<file path="src/rtl/hb_pkg.sv">
// Shared types and default constants for the H-bridge drive controller.
package hb_pkg;

    typedef enum logic {
        RUN  = 1'b0,
        DEAD = 1'b1
    } hb_state_e;

    localparam int HB_PWM_BITS    = 8;
    localparam int HB_PRESCALE    = 16;
    localparam int HB_DEAD_CYCLES = 100000;

    localparam logic DIR_FWD = 1'b0;
    localparam logic DIR_REV = 1'b1;

endpackage

</file>
<file path="src/rtl/hb_pwm_gen.sv">
// PWM generator: prescaler, period counter, period-boundary duty latch and registered compare.
module hb_pwm_gen #(
    parameter int PWM_BITS = 8,
    parameter int PRESCALE = 16
) (
    input  logic                clk,
    input  logic                reset,
    input  logic                clear,
    input  logic                load,
    input  logic [PWM_BITS-1:0] load_duty,
    input  logic [PWM_BITS-1:0] duty_next,
    input  logic                gate,
    output logic                pwm
);

    localparam int PRE_W = (PRESCALE > 1) ? $clog2(PRESCALE) : 1;
    localparam logic [PRE_W-1:0] PRE_LAST = PRE_W'(PRESCALE - 1);

    logic [PRE_W-1:0]    pre_cnt;
    logic [PWM_BITS-1:0] pwm_cnt;
    logic [PWM_BITS-1:0] duty_active;
    logic                step;
    logic                wrap;

    assign step = (pre_cnt == PRE_LAST);
    assign wrap = step && (pwm_cnt == '1);

    always_ff @(posedge clk) begin
        if (reset) begin
            pre_cnt     <= '0;
            pwm_cnt     <= '0;
            duty_active <= '0;
            pwm         <= 1'b0;
        end else begin
            if (clear) begin
                pre_cnt <= '0;
                pwm_cnt <= '0;
            end else begin
                pre_cnt <= step ? '0 : pre_cnt + 1'b1;
                if (step) begin
                    pwm_cnt <= pwm_cnt + 1'b1;
                end
            end
            // An explicit load (reversal entry/exit) overrides the boundary latch.
            if (load) begin
                duty_active <= load_duty;
            end else if (!clear && wrap) begin
                duty_active <= duty_next;
            end
            pwm <= gate && (pwm_cnt < duty_active);
        end
    end

endmodule

</file>
<file path="src/rtl/hbridge_drive_ctrl.sv">
// One H-bridge channel: command handshake, direction-reversal dead-time FSM and PWM drive.
module hbridge_drive_ctrl
    import hb_pkg::*;
#(
    parameter int PWM_BITS    = HB_PWM_BITS,
    parameter int PRESCALE    = HB_PRESCALE,
    parameter int DEAD_CYCLES = HB_DEAD_CYCLES
) (
    input  logic                clk,
    input  logic                reset,
    input  logic                enable,
    input  logic                cmd_valid,
    output logic                cmd_ready,
    input  logic                cmd_dir,
    input  logic [PWM_BITS-1:0] cmd_duty,
    output logic                hb_en,
    output logic                hb_dir,
    output logic                busy
);

    localparam int DEAD_W = (DEAD_CYCLES > 1) ? $clog2(DEAD_CYCLES) : 1;
    localparam logic [DEAD_W-1:0] DEAD_LAST = DEAD_W'(DEAD_CYCLES - 1);

    hb_state_e           state;
    hb_state_e           state_next;
    logic [DEAD_W-1:0]   dead_cnt;
    logic                dir_pending;
    logic [PWM_BITS-1:0] duty_pending;

    logic                accept;
    logic                reversing;
    logic                dead_done;
    logic                pwm_clear;
    logic                pwm_load;
    logic                pwm_gate;
    logic [PWM_BITS-1:0] load_duty;

    assign accept    = cmd_valid && (state == RUN);
    assign reversing = accept && (cmd_dir != hb_dir);
    assign dead_done = (state == DEAD) && (dead_cnt == DEAD_LAST);

    always_ff @(posedge clk) begin
        if (reset) begin
            state <= RUN;
        end else begin
            state <= state_next;
        end
    end

    always_comb begin
        state_next = state;
        case (state)
            RUN:     if (reversing) state_next = DEAD;
            DEAD:    if (dead_done) state_next = RUN;
            default: state_next = RUN;
        endcase
    end

    // Entering or exiting dead-time reloads the duty immediately and restarts the period.
    always_comb begin
        cmd_ready = (state == RUN);
        busy      = (state == DEAD);
        pwm_clear = (state == DEAD) || reversing;
        pwm_load  = reversing || dead_done;
        load_duty = dead_done ? duty_pending : '0;
        pwm_gate  = enable && (state == RUN) && !reversing;
    end

    always_ff @(posedge clk) begin
        if (reset) begin
            dead_cnt     <= '0;
            dir_pending  <= DIR_FWD;
            duty_pending <= '0;
            hb_dir       <= DIR_FWD;
        end else begin
            if (reversing) begin
                dead_cnt <= '0;
            end else if (state == DEAD) begin
                dead_cnt <= dead_cnt + 1'b1;
            end
            if (accept) begin
                duty_pending <= cmd_duty;
            end
            if (reversing) begin
                dir_pending <= cmd_dir;
            end
            if (dead_done) begin
                hb_dir <= dir_pending;
            end
        end
    end

    hb_pwm_gen #(
        .PWM_BITS (PWM_BITS),
        .PRESCALE (PRESCALE)
    ) u_pwm (
        .clk       (clk),
        .reset     (reset),
        .clear     (pwm_clear),
        .load      (pwm_load),
        .load_duty (load_duty),
        .duty_next (duty_pending),
        .gate      (pwm_gate),
        .pwm       (hb_en)
    );

endmodule

</file>
<file path="config.mk">
export PLATFORM = sky130hd
export DESIGN_NAME = hbridge_drive_ctrl
export DESIGN_NICKNAME = d
export VERILOG_FILES = /design/src/rtl/hb_pkg.sv /design/src/rtl/hb_pwm_gen.sv /design/src/rtl/hbridge_drive_ctrl.sv
export SDC_FILE = /design/constraint.sdc
export NUM_CORES = 1
export LEC_CHECK = 0
export CORE_UTILIZATION = 56
export DETAILED_ROUTE_END_ITERATION = 7
export DONT_BUFFER_PORTS = 1
export PLACE_DENSITY = 0.86
export RECOVER_POWER = 50
export SLEW_MARGIN = 20
export SYNTH_ARGS = -nofsm -noshare
export SYNTH_HDL_FRONTEND = slang
export SYNTH_SLANG_ARGS = --single-unit
</file>
<file path="constraint.sdc">
create_clock -name clk -period 2.03 [get_ports clk]
set_clock_uncertainty 0.2 [all_clocks]
set_input_delay 0.406 -clock clk [delete_from_list [all_inputs] [get_ports clk]]
set_output_delay 0.406 -clock clk [all_outputs]
set_load 0.05 [all_outputs]
</file>
==> results.yml, run 1 <==
power:
  vdd_drop_max_mv: 0.4390
  p_per_area_nw_per_um2: 678.2
  swShare_pct: 25.16
  design_power_total_mw: 1.678
  power_frac_seq_pct: 59.2
  power.leakage_nw: 0.9244
  p_sw_uw: 422.0
  pwr-share-comb_pct: 6.0
  p_int_mw: 1.256
  clkPwrFrac_pct: 34.8
floorplan:
  rows: 22
  start_util_pct: 59.39
  dieHeight_um: 65.01
  die_w_um: 65.01
  core_um2: 3744
  io_pins: 17
  die_area_um2: 4226
run_status:
  status: "finished, final reports clean"
logic_synthesis:
  netlist.area_leader.share_pct: 44.12
  ys_ff_latch: 49
  synth_ff_type: "dfxtp_1"
  synth_nets: 283
  yosys_warnings: 0
  avgSynthCellArea_um2: 8.551
  seq_area_frac_synth_pct: 44.12
  synth_top_area_cell: "dfxtp_1"
  synthTopCellsByArea: "dfxtp_1, nand2_1, ha_1"
  async_flop_share_pct: 0
  synth_edf_count: 0
  synthCells: 260
  synth.cell_area_um2: 2223
  synth.distinct_cells: 35
global_route:
  grt_max_degree: 20
  gr-total-overflow: 0
  antenna_found_initial: 0
  grt_pass1_vias: 1692
  grt_pass1_wl_um: 7486
  gr-usage-all-layers_pct: 22.99
critical_path:
  cp_slowest_cell: "or4_4"
  cp-end-kind: "flip-flop"
  crit_chain: "ha_4, nand3_2, or4_4, or3_1, a21oi_1"
  crit_required_ps: 2070
  timing.rr.start: "dead_cnt[0]$_SDFFE_PP0P_"
  rr_worst_depth: 5
  critPathBufInv: 0
  crit_start: "dead_cnt[0]$_SDFFE_PP0P_"
  start_kind: "flip-flop"
  arrival_ps: 2020
  r2r_slack_ps: 60
  reg2reg_to: "dead_cnt[16]$_SDFFE_PP0P_"
  crit_type: "flip-flop to flip-flop"
  cp_top_family: "simple AND/OR/NAND/NOR gates"
  max_stage_delay_ps: 580
  worst-path-max-fanout: 6
drt:
  avgViaCountPerCell: 5.462
  wl_met1_um: 2030
  route.met3.wl_um: 146
  initialDrtViolationCount: 111
  via_count: 1775
  drc: 0
  firstDrtPassIters: 4
  ant_nets: 0
  met2_length_um: 1974
  top_layer_used: "met4"
  wirelength_um: 4247
  wl_per_cell_um: 13.07
timing:
  drv_slew: 0
  period_needed_ps: 1975
  finalSetupViolations: 0
  max_slew_margin_pct: 49.44
  max_freq_mhz: 506.4
  hold_viol: 0
  worst_pin_slew_ps: 758.4
  min_period_over_period_pct: 97.27
  setup-tns-final_ps: 0
  hold_slack_ps: 16.77
layout:
  antenna_cells_inserted: 0
  area_delta_synth_final_pct: 11.25
  final_cell_area_um2: 2474
  final_layout_size_suffix_gt1_share_pct: 10.47
  final_util_pct: 66.08
  final_nets: 299
clock_network:
  cts_root_buffer: "clkbuf_8"
  cts.path.max_buffers: 2
  clock_latency_ps: 310
  clkTransAtPathRegs_ps: 100
  cts_max_level: 2
  cts_tree: "yes"
  clock-sinks: 49
  cts_buffers: 5
run:
  maxCapViolations: 0
place:
  placed_area_um2: 2361
  port_buffers: 0
  gp_congestion: 0.7714
  hpwl_um: 2915
hold_path:
  hp-start: "cmd_duty[2]"
  min_path_type: "input pin to flip-flop"
  holdPathEnd: "duty_pending[2]$_SDFFE_PP0P_"
  hold_depth: 2
[metrics by stage]
step           cells  worst slack (ps)
2_1_floorplan    260             83.73
3_3_place_gp     315             93.14
4_1_cts          324             8.644
5_1_grt          325            -9.048
3_5_place_dp     315             29.13
6_report         325             55.40
[flip-flops by register name (all words and copies together) (netlist names)]
| register | count |
|---|---|
| busy | 1 |
| dead_cnt | 17 |
| dir_pending | 1 |
| duty_pending | 8 |
| hb_dir | 1 |
| u_pwm.duty_active | 8 |
| u_pwm.pre_cnt | 4 |
| u_pwm.pwm | 1 |
| u_pwm.pwm_cnt | 8 |
[power by group through the flow]
| stage | Combinational [mW] | Sequential, mW | Clock, mW |
|---|---|---|---|
| 2_1_floorplan | 0.0718 | 1.02 | 0 |
| 3_3_place_gp | 0.0944 | 1.01 | 0 |
| 3_5_place_dp | 0.0962 | 1.01 | 0 |
| 4_1_cts | 0.102 | 0.993 | 0.595 |
| 5_1_grt | 0.114 | 0.997 | 0.631 |
| 6_report | 0.101 | 0.994 | 0.583 |
[metal layers]
layer / track usage, % / vias up
met1: 29.04 / 822
met5: 0 / -
met2: 36.20 / 28
li1: - / 915
met4: 11.14 / 0
met3: 5.986 / 10
[layout by cell type, fill, tap and decap left out, drive strengths merged, types with 4 or more instances in the layout]
cell type	count
a21oi	20
and3	4
buf	10
clkbuf	9
dfxtp	49
ha	10
inv	13
mux2i	12
nand2	49
nand2b	4
nand3	11
nand4	5
nor2	23
nor3	4
o21ai	8
or3	6
xnor2	8
xor2	10
[worst max-delay path by stage]
stage | depth (start not counted) | endpoint
after global routing | 5 | dead_cnt[16]$_SDFFE_PP0P_
final | 5 | dead_cnt[16]$_SDFFE_PP0P_
after CTS | 5 | dead_cnt[14]$_SDFFE_PP0P_
after global placement | 5 | dead_cnt[16]$_SDFFE_PP0P_
after detailed placement | 5 | dead_cnt[14]$_SDFFE_PP0P_
after floorplan | 5 | u_pwm.duty_active[6]$_SDFFE_PP0P_
[cell usage after synthesis (all sizes together) (3+ instances only)]
library cell	number
xor2	10
o21ai	8
nand2	49
nor3	4
or3	6
ha	10
nor4	3
nand2b	4
a21oi	20
xnor2	8
nor2	23
nand3	11
mux2i	12
nand4	5
inv	13
and3	4
dfxtp	49
clkbuf	4
[cell type report]
class | count | area, um2
Tap cell | 48 | 60.06
Clock inverter | 3 | 22.52
Multi-Input combinational cell | 192 | 1189
Sequential cell | 49 | 984.7
Inverter | 13 | 48.80
Fill cell | 332 | 1270
Timing Repair Buffer | 15 | 100.1
Clock buffer | 5 | 68.82
[logic make-up (layout without fill, tap and decap cells)]
logic type               Yosys count  in the layout  synth area share [%]
buffers and inverters             19             36                 3.433
AO/OA/AOI/OAI                     34             34                 8.836
AND/OR/NAND/NOR                  118            118                 25.49
adder cells (fa/ha/maj)           10             10                 5.627
XOR/XNOR                          18             18                 7.091
multiplexers                      12             12                 5.403
flip-flops                        49             49                 44.12
[what timing repair did]
item,in CTS,in global routing
buffers inserted,0,1
resized for setup,0,5
hold endpoints to repair,11,0
hold buffers,1,0
endpoints found under the setup margin,0,3
(Power assumes the default switching activity.)
==> run 2: changes to the inputs <==
Settings changed: CORE_UTILIZATION 56 to 60, PLACE_DENSITY 0.86 to 0.88, SKIP_LAST_GASP set to 1.
Clock period 2.03 ns to 2.5 ns, I/O delays scaled along.
==> run 2 against run 1 <==
  * Fmax is 5.4% lower
  * Critical endpoint is now dead_cnt[13]$_SDFFE_PP0P_
  * Global-route usage up 1.1 points
  * Clock power down 23%
  * Count of clock-buffer cells in the layout unchanged
  * Power is 21% lower
  * Worst setup slack improved by 360 ps
  * Combinational power decreased by 26%
  * Non-clock buffer count is 9 lower
==> results.yml, run 2 (synthesis gave the netlist of run 1 again) <==
global_route:
  grt_max_degree: 20
  antenna_found_initial: 0
  gr-usage-all-layers_pct: 24.13
  grt_pass1_vias: 1731
  grt_pass1_wl_um: 7472
  gr-total-overflow: 0
power:
  power.leakage_nw: 0.8902
  p_int_mw: 1.012
  vdd_drop_max_mv: 0.4301
  power_frac_seq_pct: 60.6
  swShare_pct: 23.89
  p_per_area_nw_per_um2: 560.5
  clkPwrFrac_pct: 33.8
  p_sw_uw: 317.7
  pwr-share-comb_pct: 5.6
timing:
  worst_pin_slew_ps: 714.5
  max_freq_mhz: 479.3
  period_needed_ps: 2086
  rsz0062_at_grt: "false"
  drv_slew: 0
  hold_viol: 0
  finalSetupViolations: 0
  setup-tns-final_ps: 0
  max_slew_margin_pct: 51.93
  min_period_over_period_pct: 83.45
floorplan:
  die_area_um2: 3953
  rows: 21
  die_w_um: 62.88
  start_util_pct: 64.59
  core_um2: 3442
  io_pins: 17
  dieHeight_um: 62.88
run_status:
  status: "finished, final reports clean"
place:
  port_buffers: 0
  gp_congestion: 0.8095
  hpwl_um: 3057
  placed_area_um2: 2298
clock_network:
  cts_tree: "yes"
  clock_latency_ps: 300
  clkTransAtPathRegs_ps: 90
  cts_max_level: 2
  post-cts-setup-buffers: 0
  hold_buffers: 0
  cts_resized: 0
  clock-sinks: 49
  cts.path.max_buffers: 2
  cts_root_buffer: "clkbuf_8"
  cts_buffers: 5
critical_path:
  cp-end-kind: "flip-flop"
  rr_worst_depth: 4
  r2r_slack_ps: 410
  timing.rr.start: "busy$_SDFF_PP0_"
  reg2reg_to: "dead_cnt[13]$_SDFFE_PP0P_"
  critPathCapture: "dead_cnt[13]$_SDFFE_PP0P_"
  start_kind: "flip-flop"
  worst-path-max-fanout: 8
  arrival_ps: 2090
  crit_start: "busy$_SDFF_PP0_"
  crit_type: "flip-flop to flip-flop"
  crit_required_ps: 2500
hold_path:
  min_path_type: "input pin to flip-flop"
layout:
  regMostFlops: "dead_cnt"
  final_nets: 290
  fillCellCount: 280
  largest_register_ff_count: 17
  final_cell_mix: "dfxtp_1, nand2_1, nor2_1"
  antenna_cells_inserted: 0
  final_layout_size_suffix_gt1_share_pct: 5.618
  area_delta_synth_final_pct: 6.697
  final_cell_area_um2: 2372
  final_common_cell: "dfxtp_1"
drt:
  via_count: 1761
  initialDrtViolationCount: 82
  firstDrtPassIters: 4
  wirelength_um: 4195
  wl_per_cell_um: 13.40
  avgViaCountPerCell: 5.626
  drc: 0
  ant_nets: 0
run:
  maxCapViolations: 0
-- run 2: changes by cell type in the layout (fill, tap and decap cells not counted), moves of 2 or more --
cell        change
dfxtp_1         +3
clkinvlp_4      -2
dfxtp_2         -3
buf_4           -7
-- run 2: cell type report --
class	count	area [um2]	area share, %
clock buffer	5	68.82	2.901
clock inverter	2	16.27	0.6857
inverter	13	48.80	2.057
multi-input combinational	192	1166	49.16
sequential	49	980.9	41.35
tap	46	57.56	2.426
timing repair buffer	6	33.78	1.424
-- run 2: worst min-delay path by stage --
stage,start,to,cells past startpoint
final,reset,duty_pending[2]$_SDFFE_PP0P_,1
after CTS,reset,duty_pending[1]$_SDFFE_PP0P_,1
after floorplan,u_pwm.pre_cnt[0]$_SDFF_PP0_,u_pwm.pre_cnt[0]$_SDFF_PP0_,1
after detailed placement,u_pwm.pre_cnt[0]$_SDFF_PP0_,u_pwm.pre_cnt[0]$_SDFF_PP0_,1
after global placement,u_pwm.pre_cnt[0]$_SDFF_PP0_,u_pwm.pre_cnt[0]$_SDFF_PP0_,1
after global routing,reset,duty_pending[1]$_SDFFE_PP0P_,1
-- run 2: per-stage QoR --
stage | total power [mW] | std cells | hold WS, ps | worst slack (ps) | util, %
detailed placement | 0.9012 | 306 | 235.2 | 441.3 | 66.78
global placement | 0.8979 | 306 | 232.4 | 502.1 | 66.78
floorplan | 0.8827 | 260 | 217.6 | 352.4 | -
finish | 1.330 | 313 | 50.97 | 413.8 | 68.92
CTS | 1.337 | 313 | 45.25 | 419.5 | 69.25
global route | 1.385 | 313 | 31.68 | 233.7 | 68.92
-- run 2: metal layers --
| layer | GRT usage, % | vias to the layer above | part of all wire (%) |
|---|---|---|---|
| met2 | 40.05 | 36 | 47 |
| met3 | 4.927 | 12 | 4.0 |
| met5 | 0 | - | 0 |
| met4 | 10.76 | 0 | 2.9 |
| met1 | 29.86 | 814 | 46 |
| li1 | - | 899 | - |
-- run 2: critical path, stage by stage (launching register included) --
cell and delay [ps]:
dfxtp_1 490, nand4_1 330, nor4_1 630, nand3_1 180, mux2i_1 150
-- run 2: power by group through the flow --
stage | Clock (mW) | Sequential, mW | Combinational [mW]
finish | 0.449 | 0.805 | 0.0750
global route | 0.493 | 0.808 | 0.0839
CTS | 0.454 | 0.805 | 0.0776
detailed placement | 0 | 0.824 | 0.0773
global placement | 0 | 0.823 | 0.0750
floorplan | 0 | 0.824 | 0.0583
